`src/rtl/pt_frame_assembler_if.sv`:
```
`default_nettype none
// ============================================================================
//  Module      : pt_frame_assembler_if
//  Description : Byte-stream / encoder-control bundle for pt_frame_assembler.
//                slave  = the assembler itself (consumes bytes, drives pt_enc)
//                master = the environment (UART byte source, pt_enc status)
//  Signals     : in_valid/in_data/in_ready  byte stream handshake
//                enc_done                   pt_enc done level
//                payload/enc_run            pt_enc address/data and run enable
//                busy/frame_err/overrun     status
//  Revision    : 1.0  initial release
// ============================================================================
interface pt_frame_assembler_if;
  logic        in_valid;
  logic [7:0]  in_data;
  logic        in_ready;
  logic        enc_done;
  logic [23:0] payload;
  logic        enc_run;
  logic        busy;
  logic        frame_err;
  logic        overrun;

  modport slave (
    input  in_valid, in_data, enc_done,
    output in_ready, payload, enc_run, busy, frame_err, overrun
  );

  modport master (
    output in_valid, in_data, enc_done,
    input  in_ready, payload, enc_run, busy, frame_err, overrun
  );
endinterface
`default_nettype wire

```
`src/rtl/pt_frame_assembler.sv`:
```
`default_nettype none
// ============================================================================
//  Module      : pt_frame_assembler
//  Description : Collects three UART bytes (first byte in the MSBs) into a
//                24-bit PT2262 address/data word, guarded by an inter-byte
//                timeout, then runs pt_enc for REPEATS codewords.
//  Ports       : clk      encoder-domain clock
//                rst      asynchronous, active-low reset
//                bus      pt_frame_assembler_if.slave
//                  in_valid/in_data  byte pulse and data (already synchronised)
//                  in_ready          byte acceptable (IDLE or COLLECT)
//                  enc_done          pt_enc done level, rising edge = codeword
//                  payload           word presented to pt_enc ad
//                  enc_run           encoder transmit enable (pt_enc reset = ~)
//                  busy              COLLECT or SEND
//                  frame_err         1-cycle pulse, partial frame timed out
//                  overrun           1-cycle pulse, byte arrived while busy sending
//  Parameters  : TIMEOUT_CYCLES  idle cycles allowed between bytes of a frame
//                REPEATS         codewords sent per frame
//  Revision    : 1.0  initial release
// ============================================================================
module pt_frame_assembler #(
  parameter int TIMEOUT_CYCLES = 50,
  parameter int REPEATS        = 6
) (
  input  wire logic            clk,
  input  wire logic            rst,
  pt_frame_assembler_if.slave  bus
);

  localparam int TMO_W = $clog2(TIMEOUT_CYCLES) + 1;
  localparam int REP_W = $clog2(REPEATS) + 1;

  localparam logic [TMO_W-1:0] c_TMO_LAST = TMO_W'(TIMEOUT_CYCLES - 1);
  localparam logic [REP_W-1:0] c_REP_LAST = REP_W'(REPEATS - 1);

  typedef enum logic [1:0] {
    S_IDLE    = 2'd0,
    S_COLLECT = 2'd1,
    S_SEND    = 2'd2
  } state_t;

  state_t            r_state,   w_state_nxt;
  logic [23:0]       r_shadow,  w_shadow_nxt;
  logic [1:0]        r_idx,     w_idx_nxt;
  logic [TMO_W-1:0]  r_tmo,     w_tmo_nxt;
  logic [REP_W-1:0]  r_rep,     w_rep_nxt;
  logic [23:0]       r_payload, w_payload_nxt;
  logic              r_frame_err, w_frame_err_nxt;
  logic              r_overrun,   w_overrun_nxt;
  logic              r_done_q;
  logic              w_done_rise;

  // r_done_q samples enc_done every cycle, so on the cycle SEND is entered it
  // already holds the level present at entry: a done level that is high when
  // sending starts is not mistaken for a finished codeword.
  assign w_done_rise = bus.enc_done & ~r_done_q;

  always_ff @(posedge clk or negedge rst) begin
    if (!rst) begin
      r_state     <= S_IDLE;
      r_shadow    <= '0;
      r_idx       <= '0;
      r_tmo       <= '0;
      r_rep       <= '0;
      r_payload   <= '0;
      r_frame_err <= 1'b0;
      r_overrun   <= 1'b0;
      r_done_q    <= 1'b0;
    end else begin
      r_state     <= w_state_nxt;
      r_shadow    <= w_shadow_nxt;
      r_idx       <= w_idx_nxt;
      r_tmo       <= w_tmo_nxt;
      r_rep       <= w_rep_nxt;
      r_payload   <= w_payload_nxt;
      r_frame_err <= w_frame_err_nxt;
      r_overrun   <= w_overrun_nxt;
      r_done_q    <= bus.enc_done;
    end
  end

  always_comb begin
    w_state_nxt     = r_state;
    w_shadow_nxt    = r_shadow;
    w_idx_nxt       = r_idx;
    w_tmo_nxt       = r_tmo;
    w_rep_nxt       = r_rep;
    w_payload_nxt   = r_payload;
    w_frame_err_nxt = 1'b0;
    w_overrun_nxt   = 1'b0;

    case (r_state)
      S_IDLE: begin
        if (bus.in_valid) begin
          w_shadow_nxt[23:16] = bus.in_data;
          w_idx_nxt           = 2'd1;
          w_tmo_nxt           = '0;
          w_state_nxt         = S_COLLECT;
        end
      end

      S_COLLECT: begin
        // A byte on the expiry cycle is checked first, so it beats the timeout.
        if (bus.in_valid) begin
          w_tmo_nxt = '0;
          if (r_idx == 2'd1) begin
            w_shadow_nxt[15:8] = bus.in_data;
            w_idx_nxt          = 2'd2;
          end else begin
            w_shadow_nxt[7:0] = bus.in_data;
            w_payload_nxt     = w_shadow_nxt;
            w_idx_nxt         = 2'd0;
            w_rep_nxt         = '0;
            w_state_nxt       = S_SEND;
          end
        end else if (r_tmo == c_TMO_LAST) begin
          w_shadow_nxt    = '0;
          w_idx_nxt       = 2'd0;
          w_tmo_nxt       = '0;
          w_frame_err_nxt = 1'b1;
          w_state_nxt     = S_IDLE;
        end else begin
          w_tmo_nxt = r_tmo + TMO_W'(1);
        end
      end

      S_SEND: begin
        w_overrun_nxt = bus.in_valid;
        if (w_done_rise) begin
          w_rep_nxt = r_rep + REP_W'(1);
          if (r_rep == c_REP_LAST) begin
            w_state_nxt = S_IDLE;
          end
        end
      end

      default: begin
        w_state_nxt = S_IDLE;
      end
    endcase
  end

  // enc_run decodes straight from the state register so an asynchronous
  // reset stops the encoder in the same instant.
  assign bus.payload   = r_payload;
  assign bus.enc_run   = (r_state == S_SEND);
  assign bus.busy      = (r_state != S_IDLE);
  assign bus.in_ready  = (r_state != S_SEND);
  assign bus.frame_err = r_frame_err;
  assign bus.overrun   = r_overrun;

endmodule
`default_nettype wire
```
`src/flat_wrapper.sv`:
```
// flat-port wrapper written by rule: the top's interface ports become plain ports
module pt_frame_assembler_flat 
#(
  parameter int TIMEOUT_CYCLES = 50,
  parameter int REPEATS        = 6
)
  (clk, rst, bus_in_valid, bus_in_data, bus_enc_done, bus_in_ready, bus_payload, bus_enc_run, bus_busy, bus_frame_err, bus_overrun);
  pt_frame_assembler_if bus_i ();
  input  wire logic clk;
  input  wire logic rst;
  input wire logic [$bits(bus_i.in_valid)-1:0] bus_in_valid;
  input wire logic [$bits(bus_i.in_data)-1:0] bus_in_data;
  input wire logic [$bits(bus_i.enc_done)-1:0] bus_enc_done;
  output wire logic [$bits(bus_i.in_ready)-1:0] bus_in_ready;
  output wire logic [$bits(bus_i.payload)-1:0] bus_payload;
  output wire logic [$bits(bus_i.enc_run)-1:0] bus_enc_run;
  output wire logic [$bits(bus_i.busy)-1:0] bus_busy;
  output wire logic [$bits(bus_i.frame_err)-1:0] bus_frame_err;
  output wire logic [$bits(bus_i.overrun)-1:0] bus_overrun;
  assign bus_i.in_valid = bus_in_valid;
  assign bus_i.in_data = bus_in_data;
  assign bus_i.enc_done = bus_enc_done;
  assign bus_in_ready = bus_i.in_ready;
  assign bus_payload = bus_i.payload;
  assign bus_enc_run = bus_i.enc_run;
  assign bus_busy = bus_i.busy;
  assign bus_frame_err = bus_i.frame_err;
  assign bus_overrun = bus_i.overrun;
  pt_frame_assembler #(.TIMEOUT_CYCLES(TIMEOUT_CYCLES), .REPEATS(REPEATS)) u_core (.clk(clk), .rst(rst), .bus(bus_i));
endmodule
```
`config.mk`:
```
export PLATFORM = sky130hd
export DESIGN_NAME = pt_frame_assembler_flat
export DESIGN_NICKNAME = d
export VERILOG_FILES = /design/src/rtl/pt_frame_assembler_if.sv /design/src/rtl/pt_frame_assembler.sv /design/src/flat_wrapper.sv
export SDC_FILE = /design/constraint.sdc
export NUM_CORES = 1
export LEC_CHECK = 0
export CAP_MARGIN = 0
export CORE_MARGIN = 2
export CORE_UTILIZATION = 23
export CTS_BUF_LIST = sky130_fd_sc_hd__clkbuf_16
export DETAILED_ROUTE_END_ITERATION = 16
export GPL_TIMING_DRIVEN = 0
export PLACE_DENSITY = 0.37
export SKIP_LAST_GASP = 1
export SLEW_MARGIN = 0
export SYNTH_ARGS = -nofsm -noshare
export SYNTH_HDL_FRONTEND = slang
export SYNTH_SLANG_ARGS = --single-unit
```
`constraint.sdc`:
```
create_clock -name clk -period 1.8 [get_ports clk]
set_input_delay 0.36 -clock clk [delete_from_list [all_inputs] [get_ports clk]]
set_output_delay 0.36 -clock clk [all_outputs]
set_load 0.01 [all_outputs]
```
## Yosys cells after proc, flatten, opt, wreduce, memory -nomap -nowiden

Cells that the tools add are included.

| storage, ports and cells | value |
|---|---|
| register bits after elaboration | 58 |
| bits of input ports | 12 |
| output and inout port bits | 29 |
| word-level logic and storage cells | 72 |

| cells by class | value |
|---|---|
| $add $sub $neg | 2 |
| equal/unequal tests | 16 |
| mux-type cells | 29 |
| bitwise logic cells | 3 |
| reduce and logical (&&, ||, !) cells | 12 |

Operators by type and width:

| cell | number |
|---|---|
| $mux 8 | 4 |
| $mux 24 | 1 |
| $mux 7 | 3 |
| $mux 16 | 1 |
| $mux 2 | 8 |
| $pmux 8 s2 | 1 |
| $pmux 7 s2 | 1 |
| $mux 4 | 3 |
| $ne 2x2->1 const B | 5 |
| $reduce_and 3->1 | 3 |
| $ne 2x1->1 const B | 4 |
| $pmux 4 s2 | 1 |
| $reduce_and 4->1 | 2 |
| $reduce_bool 2->1 | 4 |
| $add 7x1->7 const B | 1 |
| $eq 7x6->1 const B | 1 |
| $pmux 2 s3 | 1 |
| $reduce_and 5->1 | 1 |
| $add 4x1->4 const B | 1 |
| $eq 2x1->1 const B | 2 |
| $eq 4x3->1 const B | 1 |
| $mux 1 | 4 |
| $pmux 2 s2 | 1 |
| $ne 3x2->1 const B | 1 |
| 6 further kinds | 7 |

## Depth between registers and ports, before layout

| depth | value |
|---|---|
| word-level depth | 4 |
| gate-level depth with buffers | 7 |
| depth with buffers taken out | 5 |

## Worst setup path after synthesis

Ideal clock, no wire load.

| path | value |
|---|---|
| path type | flip-flop to flip-flop |
| start | reg u_core.r_tmo[1] |
| end | reg u_core.r_shadow[10] |
| library setup time | 0.138 ns |
| arrival time | 1.503 ns |
| required time | 1.662 ns |
| slack | 0.159 ns |
| stages on the path, launching flop included | 8 |
| buffers on the path | 2 |
| period minus slack after synthesis | 1.641 ns |
| path through | dfrtp_1 -> inv_1 -> ha_1 -> or4b_1 -> buf_6 -> buf_6 -> o211ai_2 -> o211ai_1 |

| on the way | value |
|---|---|
| longest elaborated chain between the ends | 3 |

Ends and longest elaborated chain:

| what | RTL line | text |
|---|---|---|
| start, declared | pt_frame_assembler.sv:46 | `logic [TMO_W-1:0] r_tmo, w_tmo_nxt;` |
| start signal, assigned | pt_frame_assembler.sv:74 | `r_tmo <= w_tmo_nxt;` |
| $eq 7x6->1 | pt_frame_assembler.sv:117 | `end else if (r_tmo == c_TMO_LAST) begin` |
| $reduce_bool 2->1 (no line) | -- |  |
| $reduce_and 3->1 (no line) | -- |  |
| end signal, assigned | pt_frame_assembler.sv:72 | `r_shadow <= w_shadow_nxt;` |
| end, declared | pt_frame_assembler.sv:44 | `logic [23:0] r_shadow, w_shadow_nxt;` |

Every way passes these cells.
A chain may end at the register's enable or synchronous reset.

## Worst setup path in the final report

| path | value |
|---|---|
| start | reg u_core.r_state[0] |
| end | out bus_busy |

| on the way | value |
|---|---|
| longest elaborated chain between the ends | 1 |

Ends and longest elaborated chain:

| what | RTL line | text |
|---|---|---|
| start, declared | pt_frame_assembler.sv:43 | `state_t r_state, w_state_nxt;` |
| start signal, assigned | pt_frame_assembler.sv:71 | `r_state <= w_state_nxt;` |
| $reduce_bool 2->1 | pt_frame_assembler.sv:148 | `assign bus.busy = (r_state != S_IDLE);` |
| end, declared | flat_wrapper.sv:17 | `output wire logic [$bits(bus_i.busy)-1:0] bus_busy;` |

Every way passes these cells.

==> reports/metrics.cfg <==
[synth]
yosys_warnings = 0
synth_cells = 241
syn-cell-area_um2 = 2760
ys_seq_elements = 58
avgSynthCellArea_um2 = 11.4
yosys.cell_types.count = 41
async_flop_share = 1.00
synth_flop_cell = dfrtp_1
synth_enable_flop_cells = 0
ys_seq_area_frac = 0.527
synth.net_count = 257

[die]
core_area_um2 = 11600
io_pins = 41
dieArea_um2 = 12900
die_h_um = 113
die_x_um = 113
floorplan.rows = 39
start_util = 0.238

[critical_path]
critPathCaptureType = output port
cp_slowest_cell = dfrtp_1
r2r-end = u_core.bus.payload[18]$_DFFE_PN0P_
critPathMaxStageDelay_ns = 0.40
crit_chain = buf_6, nor2_4, buf_6, inv_1, dlygate4sd2_1
critPathLaunchType = flip-flop
crit_type = reg2out
cp.required_ns = 1.44
critPathMaxFanout = 10
crit_start = u_core.r_state[0]$_DFFE_PN0P_
cp.depth = 5
reg2reg_depth = 6
r2r_slack_ns = -0.003
timing.critical_path.max_delay_family = buffers and inverters
crit_top_cell = buf_6
cp.arrival_ns = 1.44
crit_end = bus_busy
r2r_start = u_core.r_state[1]$_DFFE_PN0P_
worst-path-buf-inv = 4

[final_layout]
final_cell_mix = dfrtp_1 (57), clkdlybuf4s50_1 (35), mux2_2 (24), nand2_1 (16), inv_1 (14)
insertedDiodeCount = 0
n_fill_cell = 1165
drive_gt1_frac = 0.239
final_common_cell = dfrtp_1
nNetsFinal = 316
area_growth_pct = 36.9
final_util = 0.326

[power_and_ir_drop]
p_sw_frac = 0.326
intPower_w = 0.00455
pwr-share-clk = 0.286
seqPwrFrac = 0.318
ir_worst_vdd_mv = 0.660
p_sw_w = 0.00220
combPwrFrac = 0.396
p_leak_nw = 1.54
power_density_nw_per_um2 = 1790

[clocking]
cts.sinks = 58
root_buffer = clkbuf_16
cts_tree = done
cts_buffers = 9
path_clk_slew_ns = 0.05
max-clock-path-buffers = 2
clock_latency_ns = 0.32
holdBufCountCts = 0
ctsHtreeMaxLevel = 3

[timing]
fin_setup_tns_ns = -0.00277
maxSlewViolCount = 0
fin_crit_sh = 1.00
setup_ws_ns = -0.00277
setup_viol = 1
hold_viol = 0
rsz0062_at_grt = true
max_freq_ghz = 0.555
worstMarginPinSlew_ns = 0.778
layout_min_cycle_time_ns = 1.80
finClkSkew_ns = 0.00938
max_slew_margin = 0.481

[job]
max-cap-violations = 0

[global_routing]
grt-ovfl-total = 0
antenna_found_initial = 0
grt_pass1_wl_mm = 12.4
grt_use_met1 = 0.170
grt_max_degree = 59
use_met3 = 0.0367
grt_pass1_vias = 2245
grtUsageTotal = 0.125
grt.met2_usage = 0.194
grt-busiest-layer = met2

[status]
violations = negative setup slack
status = complete, but fails checks

[detailed_routing]
viasPerCell = 4.75
drcViolationCount = 0
detail-route-antenna-nets = 0
wl_per_cell_um = 16.7
finalWirelength_mm = 7.50
drtIter0Drc = 121
dr.pass1.iters = 6
vias = 2129

[placed_design]
portBuffers = 40
gp_congestion = 0.731
post-dp-hpwl_mm = 4.97

[hold_path]
hp-class = in2async

## power by group through the flow
stage,registers [W],logic (W),clock network (W)
detailed placement,0.00220,0.00248,0
global placement,0.00219,0.00248,0
floorplan,0.00224,0.00136,0
global route,0.00223,0.00295,0.00206
CTS,0.00217,0.00268,0.00199
finish,0.00215,0.00268,0.00193
## worst reg2reg max path, stage by stage (launching register included)
cell	delay, ns
dfrtp_2	0.41
buf_4	0.15
and2b_1	0.24
and3_1	0.19
clkbuf_4	0.19
buf_6	0.16
mux2_2	0.34
## state kept, by name, indices dropped and copies added, names as in the netlist, 2 cells and up
signal and cells:
u_core.bus.payload 24, u_core.r_tmo 7, u_core.r_state 2, u_core.r_shadow 16, u_core.r_rep 4, u_core.r_idx 2
## cell type report
| class | instances | area (um^2) | area share |
|---|---|---|---|
| clock buffers | 9 | 225 | 0.0597 |
| well taps | 143 | 179 | 0.0474 |
| repair buffers | 49 | 464 | 0.123 |
| multi-input cells | 153 | 1190 | 0.315 |
| inverters | 14 | 52.6 | 0.0139 |
| clock inverters | 7 | 109 | 0.0289 |
| flip-flops and latches | 58 | 1450 | 0.385 |
| plain buffers | 15 | 103 | 0.0272 |
## how the worst min path moves through the flow
stage | from | to | slack (ns) | cells past startpoint
2_1_floorplan | rst | u_core.bus.frame_err$_DFF_PN0_ | 0.06 | 0
3_3_place_gp | u_core.bus.payload[7]$_DFFE_PN0P_ | u_core.bus.payload[7]$_DFFE_PN0P_ | 0.49 | 1
3_5_place_dp | u_core.bus.payload[19]$_DFFE_PN0P_ | u_core.bus.payload[19]$_DFFE_PN0P_ | 0.49 | 1
4_1_cts | rst | u_core.bus.payload[4]$_DFFE_PN0P_ | 0.15 | 1
5_1_grt | rst | u_core.bus.payload[4]$_DFFE_PN0P_ | 0.18 | 1
6_report | rst | u_core.bus.payload[23]$_DFFE_PN0P_ | 0.11 | 1
## kinds of logic after synthesis
logic type      after synthesis  share of synthesized area
mux                          24                     0.0980
simple gates                 64                      0.135
buf+inv                      30                     0.0495
flops                        58                      0.527
fa+ha+maj                     4                     0.0182
compound gates               61                      0.173
## metal layers
layer,routed length [um],vias up
met1,3630,1059
met3,301,2
met2,3530,50
met5,0,-
li1,-,1018
met4,40,0
## through the flow
stage | instance area [um^2] | hold slack [ns] | std cells | total power, W | worst slack (ns)
after floorplan | 2760 | 0.0644 | 241 | 0.00359 | 0.159
after global placement | 3340 | 0.489 | 424 | 0.00467 | -1.79
after detailed placement | 3330 | 0.494 | 424 | 0.00468 | -0.490
after CTS | 3750 | 0.152 | 446 | 0.00684 | -0.122
after global routing | 3770 | 0.179 | 448 | 0.00724 | -0.0657
final | 3770 | 0.112 | 448 | 0.00676 | -0.00277
## cells in the mapped netlist (2+ instances only)
cell type	n	share of area
nand2b_1	5	0.011
dfrtp_1	58	0.53
or3_1	9	0.020
a21oi_1	8	0.015
o211ai_2	8	0.036
o31ai_1	5	0.014
o311ai_0	7	0.022
a22oi_1	8	0.022
inv_1	13	0.018
or4_1	5	0.014
nand3_1	9	0.016
ha_1	4	0.018
nor2_1	6	0.0082
nand2_1	16	0.022
buf_6	2	0.0082
o22ai_1	2	0.0045
o211ai_1	9	0.025
nand4_1	2	0.0045
mux2_2	24	0.098
clkbuf_1	6	0.0082
o21ai_0	9	0.016
buf_2	7	0.013
## what timing repair did
item | in CTS | in global routing
resized for setup | 19 | 3
setup buffers | 6 | 3
setup endpoints to repair | 25 | 11
pin swaps | 2 | 1
No activity file was read; power rests on OpenSTA's default activity.
